[src/rtl/wb_queue.sv]
`default_nettype none
// ============================================================================
//  Module      : wb_queue
//  Description : Writeback queue between the pipeline and the register file.
//                Buffers {register, data} writebacks in a circular FIFO,
//                drains one entry per cycle unless the write port is held,
//                and forwards the newest pending value for two lookup
//                addresses. Register 0 requests are consumed and dropped.
//                Optional feature: define WBQ_COALESCE_EN to merge a push
//                into the newest pending entry for the same register.
//  Revision    : 1.0 - initial release
// ============================================================================
module wb_queue #(
    parameter int DEPTH = 4
) (
    input  logic                     clock,
    input  logic                     rst,
    input  logic                     in_valid,
    input  logic [4:0]               in_reg,
    input  logic [31:0]              in_data,
    output logic                     in_ready,
    input  logic                     wr_hold,
    output logic                     regWrite,
    output logic [4:0]               writeRegister,
    output logic [31:0]              writeData,
    input  logic [4:0]               lookupReg1,
    input  logic [4:0]               lookupReg2,
    output logic                     fwdHit1,
    output logic                     fwdHit2,
    output logic [31:0]              fwdData1,
    output logic [31:0]              fwdData2,
    output logic [$clog2(DEPTH):0]   level
);

    localparam int                 c_PTR_W = $clog2(DEPTH);
    localparam int                 c_LVL_W = c_PTR_W + 1;
    localparam logic [c_LVL_W-1:0] c_FULL  = c_LVL_W'(DEPTH);

    logic [c_PTR_W-1:0] r_head;
    logic [c_PTR_W-1:0] r_tail;
    logic [c_LVL_W-1:0] r_level;
    logic [4:0]         r_entryReg  [DEPTH];
    logic [31:0]        r_entryData [DEPTH];

    logic [c_PTR_W-1:0] w_slot [DEPTH];
    logic [DEPTH-1:0]   w_occ;
    logic               w_empty;
    logic               w_full;
    logic               w_pop;
    logic               w_accept;
    logic               w_writeEntry;
    logic               w_alloc;
    logic               w_coalesceMatch;
    logic               w_hit1;
    logic               w_hit2;
    logic [c_PTR_W-1:0] w_sel1;
    logic [c_PTR_W-1:0] w_sel2;

    assign w_empty = (r_level == '0);
    assign w_full  = (r_level == c_FULL);

    // Slot k holds the k-th oldest entry; it is live when k < level
    always_comb begin
        for (int k = 0; k < DEPTH; k++) begin
            w_slot[k] = r_head + c_PTR_W'(k);
            w_occ[k]  = (c_LVL_W'(k) < r_level);
        end
    end

    // Forwarding search, oldest to newest so the newest match wins
    always_comb begin
        w_hit1 = 1'b0;
        w_sel1 = '0;
        w_hit2 = 1'b0;
        w_sel2 = '0;
        for (int k = 0; k < DEPTH; k++) begin
            if (w_occ[k] && (lookupReg1 != 5'd0) && (r_entryReg[w_slot[k]] == lookupReg1)) begin
                w_hit1 = 1'b1;
                w_sel1 = w_slot[k];
            end
            if (w_occ[k] && (lookupReg2 != 5'd0) && (r_entryReg[w_slot[k]] == lookupReg2)) begin
                w_hit2 = 1'b1;
                w_sel2 = w_slot[k];
            end
        end
    end

`ifdef WBQ_COALESCE_EN
    logic               w_cHit;
    logic [c_PTR_W-1:0] w_cSel;
    logic               w_merge;

    // Newest pending entry targeting the incoming register
    always_comb begin
        w_cHit = 1'b0;
        w_cSel = '0;
        for (int k = 0; k < DEPTH; k++) begin
            if (w_occ[k] && (r_entryReg[w_slot[k]] == in_reg)) begin
                w_cHit = 1'b1;
                w_cSel = w_slot[k];
            end
        end
    end

    // A head leaving this cycle cannot absorb the write; allocate instead
    assign w_coalesceMatch = w_cHit && (in_reg != 5'd0) && !(w_pop && (w_cSel == r_head));
    assign in_ready        = !w_full || w_coalesceMatch;
    assign w_merge         = w_writeEntry && w_coalesceMatch;
`else
    assign w_coalesceMatch = 1'b0;
    assign in_ready        = !w_full;
`endif

    // A pop frees no slot for a same-cycle push: ready depends on level only
    assign w_accept     = in_valid && in_ready;
    assign w_writeEntry = w_accept && (in_reg != 5'd0);
    assign w_alloc      = w_writeEntry && !w_coalesceMatch;
    assign w_pop        = !w_empty && !wr_hold;

    // Entry storage; validity is tracked by the pointers, so no reset needed
    always_ff @(posedge clock) begin
        if (w_alloc) begin
            r_entryReg[r_tail]  <= in_reg;
            r_entryData[r_tail] <= in_data;
        end
`ifdef WBQ_COALESCE_EN
        else if (w_merge) begin
            r_entryData[w_cSel] <= in_data;
        end
`endif
    end

    // Pointer and occupancy bookkeeping, cleared asynchronously
    always_ff @(posedge clock or negedge rst) begin
        if (!rst) begin
            r_head  <= '0;
            r_tail  <= '0;
            r_level <= '0;
        end else begin
            if (w_alloc) begin
                r_tail <= r_tail + 1'b1;
            end
            if (w_pop) begin
                r_head <= r_head + 1'b1;
            end
            case ({w_alloc, w_pop})
                2'b10:   r_level <= r_level + 1'b1;
                2'b01:   r_level <= r_level - 1'b1;
                default: r_level <= r_level;
            endcase
        end
    end

    // Register-file write port and forwarding outputs
    always_comb begin
        regWrite      = w_pop;
        writeRegister = w_empty ? 5'd0  : r_entryReg[r_head];
        writeData     = w_empty ? 32'd0 : r_entryData[r_head];
        fwdHit1       = w_hit1;
        fwdHit2       = w_hit2;
        fwdData1      = w_hit1 ? r_entryData[w_sel1] : 32'd0;
        fwdData2      = w_hit2 ? r_entryData[w_sel2] : 32'd0;
        level         = r_level;
    end

endmodule
`default_nettype wire

[config.mk]
export PLATFORM = sky130hd
export DESIGN_NAME = wb_queue
export DESIGN_NICKNAME = d
export VERILOG_FILES = /design/src/rtl/wb_queue.sv
export SDC_FILE = /design/constraint.sdc
export NUM_CORES = 1
export LEC_CHECK = 0
export ABC_AREA = 1
export BUFFER_PORTS_ARGS = -buffer_cell sky130_fd_sc_hd__buf_4
export CORE_MARGIN = 2
export CORE_UTILIZATION = 60
export CTS_BUF_LIST = sky130_fd_sc_hd__clkbuf_8
export DETAILED_ROUTE_END_ITERATION = 7
export PLACE_DENSITY = 0.83
export SLEW_MARGIN = 10
export SYNTH_ARGS = -nofsm -noshare
export SYNTH_HDL_FRONTEND = slang
export SYNTH_SLANG_ARGS = --single-unit
[constraint.sdc]
create_clock -name clock -period 5.6 [get_ports clock]
set_clock_uncertainty 0.1 [all_clocks]
set_input_delay 0.56 -clock clock [delete_from_list [all_inputs] [get_ports clock]]
set_output_delay 0.56 -clock clock [all_outputs]
set_load 0.05 [all_outputs]
==> impl_results.md <==
- Yosys reg bits: 155
- Core ar.: 0.0179 mm²
- Fmax: 0.198 GHz
- Post-Route WL: 34500 µm
- DR pass1 iterations: 6
- Max-slew headroom: 16.5%
- Synth Area per Inst: 7.16 µm²
- Critical Path RT: 4.94 ns
- Root buffer cell: clkbuf_8
- Cell Rows: 49
- Final Critical Period: 5.05 ns
- Fin nets: 1697
- Antenna-violating nets left: 0
- Buffers on Ports: 158
- Fin Hold WS: 0.181 ns
- Chip height: 139 µm
- Max clock buf depth: 2
- Largest net degree at the start of global routing: 65
- Critical path cell sequence: buf_4 > inv_2 > buf_4 > nand2_1 > o21ai_1 > nand2_1 > nand3_1 > nand2_1 > nor2_1 > nand3_2 > nand2_1 > nand2_1 > nand2_2 > buf_4 > nand3_1 > nand2_1 > nor2_1 > nor2_1 > buf_4
- Total global routing overflow: 0
- Setup Total Neg Slack: 0 ns
- Synth cell count leaders: 515 x nand2_1, 272 x nor2_1, 188 x nand3_1
- DRC Markers: 0
- CP max stage cell: buf_4
- Post-cts sizing count: 0
- Worst slew pin tran: 1.25 ns
- Mapped Cells: 1527
- Max-cap violation count: 0
- Latest clock arrival within the worst-skew pair: 0.47 ns
- Total number of vias: 11193
- Asr flop ratio synth: 4.52%
- Kind of critical path: reg2out
- WP buf/inv: 5
- Crit-path most repeated cell: nand2_1
- Synth unique cells: 29
- First-pass GRT wire length: 54000 µm
- Fillers: 1546
- Share of the clock period used by the worst path: 90.1%
- Maximum fanout along the worst path: 64
- Share of layout cells above drive strength 1: 17.4%
- Worst min path class: in2reg
- H-tree Lvls: 4
- Worst setup startpoint: r_head[0]
- Pins Over Slew Limit: 0
- Top Family by Delay on Critical Path: buffers and inverters
- DR WL/cell: 18.3 µm
- Final setup vio count: 0
- Die area: 0.0193 mm²
- Mapped Area: 0.0109 mm²
- Vias per inst: 5.96
- Die width: 139 µm
- Cts hold-fix bufs: 1
- GRT Total Usage: 35.2%
- HPWL after DPL: 21700 µm
- Initial Utilization: 61.1%
- TritonCTS Sinks: 155
- Area grow syn2layout: 13.7%
- GPL Wtd Cong: 0.962
- Initial drt markers: 1556
- Cell with the most instances after synthesis: nand2_1
- Postcts setup bufs: 0
- RR Startpoint: level[0]
- Post-synthesis sequential area ratio: 42.2%
- Crit start category: register
- Synth warn: 0
- CTS tree: yes
- Status: completed
- Synth area leaders: edfxtp_1 41%, nand2_1 18%, nor2_1 9.3%
- N_diodes: 0
- CP endpoint kind: output port
- Reg2reg path depth: 11
- Unrepaired setup endpoints after global routing: false
- Levels on crit path: 19
- Post-synth EDFFs: 148
- Max incr delay on CP: 0.74 ns
- I/O pin total: 159
- Flop2flop setup slack: 2.48 ns
- Top cell type's share of synthesized area: 40.6%
- Vias in the first global route: 10539
- Initial antenna violation count: 1
- Endpoints failing hold: 0
- RR Endpoint: level[2]
- Register clock-pin slew on the reported worst setup and hold paths: 0.09 ns
- Worst setup endpoint: fwdData2[23]
- Mapped Nets: 1587
- Total CTS buffers: 17
- Synth area leader: edfxtp_1
- Prevailing post-synth register cell: edfxtp_1
- Critical path arrival: 4.39 ns
[placed cells by master, fill, tap and decap left out, drive strengths merged, types with 2 or more instances in the layout]
cell,n
a21oi,2
a221oi,32
and2,2
buf,178
clkbuf,17
clkinv,4
dfrtp,7
edfxtp,148
ha,9
inv,155
nand2,534
nand3,229
nor2,274
nor2b,2
o2111ai,2
o21a,2
o21ai,42
xnor2,2
xor2,5
[per-layer routing]
layer,part of all wire (%),global-route usage [%]
met5,0.046,0
met3,12,6.08
met4,3.8,17.7
met1,37,45.4
met2,47,57.7
[state kept, by name, indices dropped and copies added, names as in the netlist]
signal,cells
r_tail,2
r_entryReg,20
r_entryData,128
level,3
r_head,2
[worst min-delay path by stage]
stage	end	startpoint	depth (start not counted)
5_1_grt	r_entryData[3][13]	in_data[13]	1
2_1_floorplan	level[0]	rst	0
3_5_place_dp	level[2]	rst	1
3_3_place_gp	r_tail[0]	rst	1
4_1_cts	r_entryData[3][4]	in_data[4]	1
6_report	r_entryData[1][18]	in_data[18]	1
[logic make-up after synthesis]
kind of cell | share of synthesized area (%)
fa+ha+maj | 1.03
simple gates | 40.9
compound gates | 4.95
buf+inv | 10.3
flops | 42.2
xor+xnor | 0.561
[per-stage QoR]
step | util [%] | instances | instance area (µm²) | setup WS [ns]
after global placement | 67.3 | 1846 | 12100 | 1.23
after detailed placement | 67.3 | 1846 | 12100 | 1.17
after global routing | 69.4 | 1879 | 12400 | 0.295
after floorplan | - | 1527 | 10900 | 1.61
after CTS | 69.4 | 1879 | 12400 | 0.653
final | 69.4 | 1879 | 12400 | 0.555
[area by class of cell]
cell class                 instances  area [µm²]  area share, %
clock buffer                      17         234           1.88
clock inverter                    15         130           1.05
tap                              229         287           2.30
sequential                       155        4620           37.2
inverter                         145         544           4.38
timing repair buffer             179        1350           10.8
multi-input combinational       1139        5270           42.4
Power is not shown: default switching activity piles up to over one toggle a cycle in this logic, so the estimate is an artifact.
